--- src/rtl/ysyx_22040175_mem_arb_pkg.sv ---
// Shared types and default widths for the ysyx_22040175 IFU/LSU memory arbiter.
package ysyx_22040175_mem_arb_pkg;

    localparam int ARB_ADDR_W       = 32;
    localparam int ARB_DATA_W       = 64;
    localparam int ARB_STARVE_LIMIT = 4;

    typedef enum logic [1:0] {
        ST_IDLE = 2'd0,
        ST_REQ  = 2'd1,
        ST_WAIT = 2'd2
    } arb_state_e;

    typedef enum logic {
        OWN_IFU = 1'b0,
        OWN_LSU = 1'b1
    } arb_owner_e;

    // Grant one-hot: bit 0 = IFU, bit 1 = LSU.
    localparam logic [1:0] GNT_NONE = 2'b00;
    localparam logic [1:0] GNT_IFU  = 2'b01;
    localparam logic [1:0] GNT_LSU  = 2'b10;

endpackage

--- src/rtl/ysyx_22040175_arb_pick.sv ---
// Combinational grant selection: LSU has priority unless the IFU has already
// waited through STARVE_LIMIT consecutive LSU grants.
module ysyx_22040175_arb_pick
    import ysyx_22040175_mem_arb_pkg::*;
#(
    parameter int STARVE_LIMIT = ARB_STARVE_LIMIT,
    parameter int CNT_W        = $clog2(STARVE_LIMIT + 1)
) (
    input  logic             ifu_valid,
    input  logic             lsu_valid,
    input  logic [CNT_W-1:0] streak,
    output logic [1:0]       grant,
    output logic [CNT_W-1:0] streak_next
);

    localparam logic [CNT_W-1:0] LIMIT = CNT_W'(STARVE_LIMIT);

    // winner selection and streak bookkeeping for a grant in this cycle
    always_comb begin
        grant       = GNT_NONE;
        streak_next = streak;
        if (lsu_valid && !(ifu_valid && (streak >= LIMIT))) begin
            grant = GNT_LSU;
            if (ifu_valid) begin
                if (streak >= LIMIT) begin
                    streak_next = LIMIT;
                end else begin
                    streak_next = streak + CNT_W'(1'b1);
                end
            end else begin
                streak_next = {CNT_W{1'b0}};
            end
        end else if (ifu_valid) begin
            grant       = GNT_IFU;
            streak_next = {CNT_W{1'b0}};
        end else begin
            grant       = GNT_NONE;
            streak_next = streak;
        end
    end

endmodule

--- src/rtl/ysyx_22040175_mem_arb.sv ---
// Single-port memory arbiter between instruction fetch and load/store, one
// transaction in flight, responses routed back to whoever owns the port.
module ysyx_22040175_mem_arb
    import ysyx_22040175_mem_arb_pkg::*;
#(
    parameter int ADDR_W       = ARB_ADDR_W,
    parameter int DATA_W       = ARB_DATA_W,
    parameter int STARVE_LIMIT = ARB_STARVE_LIMIT
) (
    input  logic                clk,
    input  logic                rst,
    input  logic                ifu_req_valid,
    output logic                ifu_req_ready,
    input  logic [ADDR_W-1:0]   ifu_addr,
    output logic                ifu_rsp_valid,
    output logic [DATA_W-1:0]   ifu_rdata,
    input  logic                lsu_req_valid,
    output logic                lsu_req_ready,
    input  logic [ADDR_W-1:0]   lsu_addr,
    input  logic                lsu_wen,
    input  logic [DATA_W-1:0]   lsu_wdata,
    input  logic [DATA_W/8-1:0] lsu_wmask,
    output logic                lsu_rsp_valid,
    output logic [DATA_W-1:0]   lsu_rdata,
    output logic                mem_req_valid,
    input  logic                mem_req_ready,
    output logic [ADDR_W-1:0]   mem_addr,
    output logic                mem_wen,
    output logic [DATA_W-1:0]   mem_wdata,
    output logic [DATA_W/8-1:0] mem_wmask,
    input  logic                mem_rsp_valid,
    input  logic [DATA_W-1:0]   mem_rdata
);

    localparam int MASK_W = DATA_W / 8;
    localparam int CNT_W  = $clog2(STARVE_LIMIT + 1);

    arb_state_e       state_r;
    arb_state_e       state_next_s;
    arb_owner_e       owner_r;
    logic [CNT_W-1:0] streak_r;
    logic [CNT_W-1:0] streak_next_s;
    logic [1:0]       grant_s;
    logic             grant_fire_s;

    logic              mem_req_valid_r;
    logic [ADDR_W-1:0] mem_addr_r;
    logic              mem_wen_r;
    logic [DATA_W-1:0] mem_wdata_r;
    logic [MASK_W-1:0] mem_wmask_r;

    assign mem_req_valid = mem_req_valid_r;
    assign mem_addr      = mem_addr_r;
    assign mem_wen       = mem_wen_r;
    assign mem_wdata     = mem_wdata_r;
    assign mem_wmask     = mem_wmask_r;

    ysyx_22040175_arb_pick #(
        .STARVE_LIMIT (STARVE_LIMIT),
        .CNT_W        (CNT_W)
    ) u_pick (
        .ifu_valid   (ifu_req_valid),
        .lsu_valid   (lsu_req_valid),
        .streak      (streak_r),
        .grant       (grant_s),
        .streak_next (streak_next_s)
    );

    // FSM state register
    always_ff @(posedge clk) begin
        if (rst) begin
            state_r <= ST_IDLE;
        end else begin
            state_r <= state_next_s;
        end
    end

    // next state and upstream ready; readys are held low while rst is asserted
    always_comb begin
        state_next_s  = state_r;
        ifu_req_ready = 1'b0;
        lsu_req_ready = 1'b0;
        grant_fire_s  = 1'b0;
        case (state_r)
            ST_IDLE: begin
                if (!rst && (grant_s != GNT_NONE)) begin
                    grant_fire_s  = 1'b1;
                    ifu_req_ready = grant_s[0];
                    lsu_req_ready = grant_s[1];
                    state_next_s  = ST_REQ;
                end else begin
                    state_next_s  = ST_IDLE;
                end
            end
            ST_REQ: begin
                if (mem_req_ready) begin
                    state_next_s = ST_WAIT;
                end else begin
                    state_next_s = ST_REQ;
                end
            end
            ST_WAIT: begin
                if (mem_rsp_valid) begin
                    state_next_s = ST_IDLE;
                end else begin
                    state_next_s = ST_WAIT;
                end
            end
            default: begin
                state_next_s = ST_IDLE;
            end
        endcase
    end

    // capture the winning request and track owner/streak
    always_ff @(posedge clk) begin
        if (rst) begin
            owner_r         <= OWN_IFU;
            streak_r        <= {CNT_W{1'b0}};
            mem_req_valid_r <= 1'b0;
            mem_addr_r      <= {ADDR_W{1'b0}};
            mem_wen_r       <= 1'b0;
            mem_wdata_r     <= {DATA_W{1'b0}};
            mem_wmask_r     <= {MASK_W{1'b0}};
        end else if (grant_fire_s) begin
            owner_r         <= grant_s[1] ? OWN_LSU : OWN_IFU;
            streak_r        <= streak_next_s;
            mem_req_valid_r <= 1'b1;
            mem_addr_r      <= grant_s[1] ? lsu_addr : ifu_addr;
            mem_wen_r       <= grant_s[1] & lsu_wen;
            mem_wdata_r     <= grant_s[1] ? lsu_wdata : {DATA_W{1'b0}};
            mem_wmask_r     <= grant_s[1] ? lsu_wmask : {MASK_W{1'b0}};
        end else if ((state_r == ST_REQ) && mem_req_ready) begin
            mem_req_valid_r <= 1'b0;
        end else begin
            mem_req_valid_r <= mem_req_valid_r;
        end
    end

    // response pass-through to the owner only; responses outside WAIT are dropped
    always_comb begin
        ifu_rsp_valid = 1'b0;
        lsu_rsp_valid = 1'b0;
        ifu_rdata     = {DATA_W{1'b0}};
        lsu_rdata     = {DATA_W{1'b0}};
        if (!rst && (state_r == ST_WAIT)) begin
            if (owner_r == OWN_LSU) begin
                lsu_rsp_valid = mem_rsp_valid;
                lsu_rdata     = mem_rdata;
            end else begin
                ifu_rsp_valid = mem_rsp_valid;
                ifu_rdata     = mem_rdata;
            end
        end else begin
            ifu_rsp_valid = 1'b0;
            lsu_rsp_valid = 1'b0;
        end
    end

endmodule

--- config.mk ---
export PLATFORM = sky130hd
export DESIGN_NAME = ysyx_22040175_mem_arb
export DESIGN_NICKNAME = d
export VERILOG_FILES = /design/src/rtl/ysyx_22040175_mem_arb_pkg.sv /design/src/rtl/ysyx_22040175_arb_pick.sv /design/src/rtl/ysyx_22040175_mem_arb.sv
export SDC_FILE = /design/constraint.sdc
export NUM_CORES = 1
export LEC_CHECK = 0
export BUFFER_PORTS_ARGS = -buffer_cell sky130_fd_sc_hd__buf_2
export CAP_MARGIN = 10
export CORE_AREA = 3 3 170 172
export CTS_CLUSTER_DIAMETER = 80
export DETAILED_ROUTE_END_ITERATION = 7
export DIE_AREA = 0 0 173 175
export PLACE_DENSITY = 0.46
export SLEW_MARGIN = 20
export SYNTH_ARGS = -nofsm -noshare
export SYNTH_HDL_FRONTEND = slang
export SYNTH_SLANG_ARGS = --single-unit
--- constraint.sdc ---
create_clock -name clk -period 1.3 [get_ports clk]
set_input_delay 0.065 -clock clk [delete_from_list [all_inputs] [get_ports clk]]
set_output_delay 0.065 -clock clk [all_outputs]
set_load 0.1 [all_outputs]
==> results.md <==
- Status: finished with violations
- Failing checks: setup timing
- Post-DR vias/cell: about 4.3
- Total gr overflow: 0
- Antenna Nets Post-Route: 0
- Setup CP Type: reg2out
- Arrival time at the worst endpoint: approximately 1800 ps
- Layout cells sized above 1: 0.615
- Total GRT Usage: 0.168
- Dominant cells by area after synthesis: dfxtp_1 (45%), and2_1 (16%), a22o_1 (13%)
- Number of synthesized flops with an enable pin: 0
- Max clock buf depth: 2
- Final #Nets: 1338
- Syn Nets: about 740
- Sequential share of the synthesized area: 0.452
- Worst Setup Start Kind: register
- Core Area: between 20000 and 30000 sq um
- Vias in the first global route: 6517
- Post-synth ARST share: 0
- Final setup viols: approximately 240
- Post-Synthesis Cells: 530
- Crit path time final: ~1800 ps
- Starting Density: 0.180
- Hold WC Path Type: in2reg
- CTS Root Cell: clkbuf_16
- Die X-Extent: 173 microns
- Via count: approximately 6.5k
- Largest net degree at the start of global routing: 49
- CTS buffer count: 9
- CP cell instances: nor4b_4 -> buf_6 -> buf_12 -> clkbuf_16 -> and2_4 -> buf_12
- Setup TNS: -72940 ps
- Hold Worst Slack: ~100 ps
- WP buf/inv: 4
- WL final: ~29000 microns
- Site Rows: 61
- IO buf count: between 400 and 500
- Drt wl/cell: between 15 and 20 microns
- Die height: roughly 180 microns
- Lkg Pwr: between 5 and 6 nW
- Post-synth top area share: 0.452
- YS warnings: 0
- Largest area contributor in the netlist: dfxtp_1
- H-tree depth: 3
- CP endpoint kind: output port
- TritonRoute pass-1 iters: 5
- Max Slew Vio Count: 0
- Fmax: between 0.5 and 0.6 GHz
- Initial antenna violation count: 12
- Clk sinks: ~110
- Top_reg_cell synth: dfxtp_1
- Crit-path most repeated cell: buf_12
- Later-pin clock latency in the skew report: 360 ps
- Unrepaired setup endpoints after global routing: true
- Starting DRC count in detailed routing: ~400
- Final Cycle Share: 1.39
- Max Cap Viol: 0
- Fin util: 0.446
- RePlAce Congestion: roughly 0.77
- # IOs: approximately 450
- WP data required: roughly 1200 ps
- Final setup margin: -512 ps
- Worst path max stage delay: roughly 340 ps
- P&R area growth vs syn: 148%
- Die area: 30300 sq um
- PD cells: roughly 870 nW/um^2
- Synthesized area: 4960 sq um
- First-pass GRT wire length: roughly 39000 microns
- Clk_skew: between 15 and 20 ps
- Final Hold Vio Count: 0
- Syn_area_per_cell: a little over 9 sq um
- DP HPWL: 19900 microns
- Remaining DRCs: 0
- CP delay by family, top: buffers and inverters
- Max stage delay cell, worst path: dfxtp_2
- Critical path fanouts, max: 8
- CTS tree: yes
- Worst-margin pin slew: 527 ps
- Max_slew headroom: 0.651
- FF+latch count, synth: around 110
- Maximum vdd drop: 0.000604 V
- Clock slew at reported path FFs: approximately 70 ps
- Yosys cell types: 32
[worst reg2reg max path, delay by kind of cell (launching register included)]
family | cells | cell delay, ps
buf+inv | 5 | 620
flops | 1 | 400
compound gates | 1 | 230
simple gates | 2 | 140
[where the power goes]
part / total, W / switching, W / internal [W]
clock: 0.00277 / 0.00143 / 0.00135
sequential: 0.00383 / 0.000135 / 0.00370
combinational: 0.00410 / 0.00282 / 0.00127
total: 0.0107 / 0.00438 / 0.00632
[routing by layer]
layer	vias up	wire length, microns	GRT usage
met4	2	836	0.0743
met5	-	12	0
met3	56	1930	0.0428
met2	366	15100	0.303
li1	3090	-	-
met1	3008	10700	0.185
[kinds of logic after synthesis]
logic type	after synthesis	synth area share
compound gates	147	0.243
flops	112	0.452
buf+inv	58	0.0628
mux	1	0.00227
simple gates	210	0.235
fa+ha+maj	2	0.00504
[registers in the layout, indices dropped and copies added, names as in the netlist]
| register | flops |
|---|---|
| owner_r | 1 |
| streak_r | 3 |
| mem_req_valid | 1 |
| mem_wdata | 64 |
| mem_wen | 1 |
| mem_addr | 32 |
| mem_wmask | 8 |
| state_r | 2 |
[cells in the final DEF (no fill, tap or decap), drive strengths merged, types with 2 or more instances in the layout]
cell and instances:
and2 130, diode 7, dfxtp 112, a311oi 32
a22o 74, a31oi 32, clkinv 2, clkbuf 20
nor2 2, or2 2, or3b 2, dlygate4sd3 138
ha 2, a21oi 5, nand2 66, nor3 2
buf 495, inv 7
[final timing paths]
kind | from | to | slack (ps) | cells after the start
worst max-delay path | owner_r | ifu_rdata[13] | -510 | 6
worst min register to register | mem_req_valid | mem_req_valid | 460 | 2
worst min-delay path | mem_rsp_valid | state_r[1] | 100 | 3
worst max register to register | state_r[0] | mem_wdata[42] | -190 | 8
[Yosys cell counts (2+ instances only)]
cell type / number
a22o_1: 74
ha_1: 2
nand2_1: 66
or2_1: 2
a31oi_1: 32
dfxtp_1: 112
buf_2: 30
buf_4: 3
clkbuf_1: 15
and2_1: 130
buf_6: 6
inv_1: 3
a21oi_1: 4
or3b_2: 2
a311oi_1: 32
[cell type report]
cell class | instances | area, sq um
Multi-Input combinational cell | 360 | 2760
Sequential cell | 112 | 2290
Tap cell | 378 | 473
Clock buffer | 11 | 233
Fill cell | 2597 | 15300
Clock inverter | 5 | 46.3
Inverter | 4 | 20.0
Timing Repair Buffer | 642 | 6470
Antenna cell | 7 | 17.5
[through the flow]
| stage | setup slack, ps | instances | power (W) | cell area (sq um) |
|---|---|---|---|---|
| after detailed placement | -211 | 1328 | 0.00747 | 10100 |
| after CTS | -546 | 1489 | 0.0106 | 11900 |
| final | -512 | 1519 | 0.0107 | 12300 |
| after floorplan | -88.6 | 530 | 0.00648 | 5380 |
| after global routing | -589 | 1519 | 0.0111 | 12300 |
| after global placement | -153 | 1328 | 0.00746 | 10100 |
[repair_timing]
item / in CTS / in global routing
hold buffers: 138 / 0
resized for setup: 15 / 28
pin swaps: 1 / 21
gates cloned: 3 / 12
setup buffers: 4 / 11
endpoints found under the hold margin: 107 / 0
setup endpoints to repair: 243 / 242
Power figures use the tool's default switching activity.
